$ cat config.mk
export PLATFORM = sky130hd
export DESIGN_NAME = square_wave_meter
export DESIGN_NICKNAME = d
export VERILOG_FILES = /design/src/rtl/square_wave_meter_pkg.sv /design/src/rtl/square_wave_meter_unit_timer.sv /design/src/rtl/square_wave_meter.sv
export SDC_FILE = /design/constraint.sdc
export NUM_CORES = 1
export LEC_CHECK = 0
export ABC_AREA = 0
export CAP_MARGIN = 20
export CORE_MARGIN = 8
export CORE_UTILIZATION = 50
export CTS_CLUSTER_SIZE = 30
export DETAILED_ROUTE_END_ITERATION = 10
export PLACE_DENSITY = 0.72
export SLEW_MARGIN = 25
export SYNTH_ARGS = -nofsm -noshare
export SYNTH_HDL_FRONTEND = slang
export SYNTH_SLANG_ARGS = --single-unit
$ cat constraint.sdc
create_clock -name i_clk -period 1.95 [get_ports i_clk]
set_input_delay 0.195 -clock i_clk [delete_from_list [all_inputs] [get_ports i_clk]]
set_output_delay 0.195 -clock i_clk [all_outputs]
set_load 0.03 [all_outputs]
$ cat src/rtl/square_wave_meter_pkg.sv
// Shared types and defaults for the square-wave meter.
// The meter reports the high and low time of each full period.
package sqwave_pkg;

  localparam int DEF_TICK_DIV = 10;
  localparam int DEF_CNT_W    = 8;

  typedef enum logic [1:0] {
    S_IDLE,
    S_HIGH,
    S_LOW
  } state_t;

endpackage

$ cat src/rtl/square_wave_meter_unit_timer.sv
// Prescaler plus saturating unit counter.
// A clear restarts the count from the current cycle.
module unit_timer
  import sqwave_pkg::*;
#(
  parameter int TICK_DIV = DEF_TICK_DIV,
  parameter int CNT_W    = DEF_CNT_W
) (
  input  logic             clk,
  input  logic             rst,
  input  logic             clear,
  output logic [CNT_W-1:0] count,
  output logic             at_max
);

  localparam int PW = $clog2(TICK_DIV);
  localparam logic [PW-1:0] P_LAST = PW'(TICK_DIV - 1);
  localparam logic [PW-1:0] P_ONE  = PW'(1);
  localparam logic [CNT_W-1:0] MAX = '1;

  logic [PW-1:0] presc;

  assign at_max = (count == MAX);

  // The clear cycle itself is the first counted cycle.
  always_ff @(posedge clk or posedge rst) begin
    if (rst) begin
      presc <= '0;
      count <= '0;
    end else if (clear) begin
      presc <= P_ONE;
      count <= '0;
    end else if (presc == P_LAST) begin
      presc <= '0;
      if (!at_max)
        count <= count + 1'b1;
    end else begin
      presc <= presc + 1'b1;
    end
  end

endmodule

$ cat src/rtl/square_wave_meter.sv
// Measures on/off time of a square wave in units of TICK_DIV
// clocks, one strobed result per full period, plus stuck flag.
module square_wave_meter
  import sqwave_pkg::*;
#(
  parameter int TICK_DIV = DEF_TICK_DIV,
  parameter int CNT_W    = DEF_CNT_W
) (
  input  logic             i_clk,
  input  logic             i_rst,
  input  logic             i_q,
  output logic [CNT_W-1:0] o_high,
  output logic [CNT_W-1:0] o_low,
  output logic             o_valid,
  output logic             o_stuck
);

  state_t           state;
  logic             q_r;
  logic             rise;
  logic             fall;
  logic             toggle;
  logic             hi_ok;
  logic             at_max;
  logic [CNT_W-1:0] units;
  logic [CNT_W-1:0] hi_reg;

  assign rise   = i_q & ~q_r;
  assign fall   = ~i_q & q_r;
  assign toggle = rise | fall;

  unit_timer #(
    .TICK_DIV(TICK_DIV),
    .CNT_W   (CNT_W)
  ) u_timer (
    .clk   (i_clk),
    .rst   (i_rst),
    .clear (toggle),
    .count (units),
    .at_max(at_max)
  );

  always_ff @(posedge i_clk or posedge i_rst) begin
    if (i_rst) begin
      state   <= S_IDLE;
      q_r     <= 1'b0;
      hi_ok   <= 1'b0;
      hi_reg  <= '0;
      o_high  <= '0;
      o_low   <= '0;
      o_valid <= 1'b0;
      o_stuck <= 1'b0;
    end else begin
      q_r     <= i_q;
      o_valid <= 1'b0;
      if (toggle)
        o_stuck <= 1'b0;
      case (state)
        S_IDLE: begin
          if (rise)
            state <= S_HIGH;
          else if (fall)
            state <= S_LOW;
        end
        S_HIGH: begin
          if (fall) begin
            hi_reg <= units;
            hi_ok  <= 1'b1;
            state  <= S_LOW;
          end else if (at_max) begin
            o_stuck <= 1'b1;
            hi_ok   <= 1'b0;
            state   <= S_IDLE;
          end
        end
        S_LOW: begin
          if (rise) begin
            if (hi_ok) begin
              o_high  <= hi_reg;
              o_low   <= units;
              o_valid <= 1'b1;
            end
            state <= S_HIGH;
          end else if (at_max) begin
            o_stuck <= 1'b1;
            hi_ok   <= 1'b0;
            state   <= S_IDLE;
          end
        end
        default: state <= S_IDLE;
      endcase
    end
  end

endmodule

==> flow_summary.toml <==
[synthesis]
syn_area_per_cell_um2 = 11.5
synth_cell_type_count = 38
synth_nets = 185
ys.flop_type = "dfrtp_1"
synth_top_area_share = 0.527
synth_seq_area_share = 0.527
ys_warn_count = 0
synthesis.area_um2 = 1990
synthArstFlopShare = 1.00
synthTopCellsByArea = "dfrtp_1 (53%), mux2_2 (10%), ha_1 (5.6%)"
synth_edf_count = 0
yosysTopAreaCell = "dfrtp_1"
synth_seq_cells = 42
syn_inst = 173

[cells_and_area]
drive_above_1_share = 0.182
final_common_cell = "dfrtp_1"
layout.nets = 209
fillers = 328
stdcell_area_um2 = 2400
layout_common_cells = "dfrtp_1 (42), clkdlybuf4s50_1 (20), nand2_1 (18), mux2_2 (18), o21ai_0 (14)"
area_growth_pct = 20.7
stdcell_count = 248
insertedDiodeCount = 0

[cts]
clkSinkCount = 42
ctsRootBufferMaster = "clkbuf_8"
clk_pin_slew_ns = 0.08
worstSkewPairLatency_ns = 0.29
cts_tree = "built"
holdBufCountCts = 0
htreeDepth = 2
cts_setup_buffers = 0
ctsLongestPathBuffers = 2
cts_buffers = 5
cts_resized = 0

[power]
comb_power_share = 0.185
p_per_area_nw_per_um2 = 915
p_leak_nw = 1.14
netSwitchingPower_uw = 550
p_int_mw = 1.65
p_seq_frac = 0.438
peakVddDrop_uv = 564
pwr-share-clk = 0.377
swShare = 0.250

[drt]
drtIter0Drc = 89
drt-vias-per-instance = 5.42
wl_um = 3720
wl_per_cell_um = 15.0
first_pass_iters = 5
num_vias = 1345
ant_nets = 0
drc_errors = 0

[sta]
setup_viol = 0
drv_slew = 0
period_needed_ns = 1.61
fin_worst_skew_ns = 0.00709
timing.hold.ws_ns = 0.328
max_freq_ghz = 0.620
max-slew-margin-rel = 0.657
finalHoldViolCount = 0
setup_tns_ns = 0
finalCritPeriodShare = 0.828
worst-slew-pin-transition_ns = 0.515
rsz0062_at_grt = "false"

[global_routing]
track_usage = 0.131
antenna_found_initial = 0
grt_overflow = 0
grt_pass1_wl_um = 6500
grt_pass1_vias = 1351
grt_max_degree = 43

[worst_setup_path]
critical_path_class = "reg2reg"
cp.arrival_ns = 1.83
r2r-start = "u_timer.count[0]"
startpoint_type = "register"
required_ns = 2.17
cp-end-kind = "register"
reg2reg_depth = 4
crit_path_max_fanout = 8
r2r_end = "u_timer.count[3]"
ff2ff_setup_slack_ns = 0.34

[run]
maxCapViolCount = 0

[placement]
place_area_um2 = 2260
place.gp.congestion = 0.775
dp.cells = 240
port-buffer-count = 20
dp.final_hpwl_um = 2720

[die]
die_x_um = 79.1
core_area_um2 = 3910
die_y_um = 79.1
io_pins = 21
initial_core_util = 0.509
dieArea_um2 = 6260
rows = 23

[outcome]
status = "completed"

[worst_hold_path]
hp-class = "in2async"
==> cells by family after synthesis <==
| group | synth area share |
|---|---|
| adder cells (fa/ha/maj) | 0.0565 |
| XOR/XNOR | 0.00440 |
| buffers and inverters | 0.0389 |
| AND/OR/NAND/NOR | 0.137 |
| multiplexers | 0.122 |
| flip-flops | 0.527 |
| AO/OA/AOI/OAI | 0.114 |
==> cells in the mapped netlist, types with 3 or more instances <==
| library cell | count |
|---|---|
| a21o_1 | 3 |
| a21oi_1 | 3 |
| buf_2 | 5 |
| nand2_1 | 18 |
| o21ai_0 | 14 |
| mux2i_1 | 4 |
| mux2_2 | 18 |
| nand2b_1 | 4 |
| nor2b_1 | 6 |
| inv_1 | 11 |
| nand3_1 | 7 |
| dfrtp_1 | 42 |
| ha_1 | 9 |
==> per-stage QoR <==
| step | setup slack, ns | power, mW | util |
|---|---|---|---|
| 2_1_floorplan | 0.496 | 1.28 | - |
| 3_3_place_gp | 0.183 | 1.37 | 0.578 |
| 3_5_place_dp | 0.103 | 1.39 | 0.578 |
| 4_1_cts | 0.333 | 2.23 | 0.614 |
| 5_1_grt | 0.215 | 2.32 | 0.614 |
| 6_report | 0.336 | 2.20 | 0.614 |
==> metal layers <==
layer	global-route usage	vias up	wire, µm
met1	0.155	657	1590
met5	0	-	0
met2	0.215	31	1850
li1	-	651	-
met4	0.0519	0	56
met3	0.0429	6	216
==> power groups by stage <==
stage | combinational [mW] | clock [mW] | sequential (mW)
after floorplan | 0.298 | 0 | 0.983
after global placement | 0.391 | 0 | 0.976
after detailed placement | 0.410 | 0 | 0.981
after CTS | 0.411 | 0.851 | 0.964
after global routing | 0.462 | 0.885 | 0.972
final | 0.408 | 0.829 | 0.963
==> critical path, cell delays in order, from the launching register on <==
cell and delay [ns]:
dfrtp_1 0.48, ha_1 0.29, and4_1 0.32, a211oi_2 0.24, mux2i_1 0.20
==> cell type report <==
| type | instances | area, µm² | share of cell area |
|---|---|---|---|
| flip-flops and latches | 42 | 1050 | 0.437 |
| multi-input cells | 113 | 865 | 0.360 |
| repair buffers | 24 | 243 | 0.101 |
| clock buffers | 6 | 82.6 | 0.0343 |
| well taps | 50 | 62.6 | 0.0260 |
| clock inverters | 2 | 60.1 | 0.0250 |
| inverters | 11 | 41.3 | 0.0172 |
==> worst max-delay path by stage <==
stage / from / end / slack [ns] / depth (start not counted)
final: u_timer.count[0] / u_timer.count[3] / 0.34 / 4
after global routing: u_timer.count[0] / u_timer.count[3] / 0.22 / 4
after CTS: u_timer.count[0] / u_timer.count[3] / 0.33 / 4
after detailed placement: i_q / state[0] / 0.10 / 6
after global placement: i_q / state[0] / 0.18 / 6
after floorplan: state[0] / o_high[0] / 0.50 / 5
(Power assumes the default switching activity.)
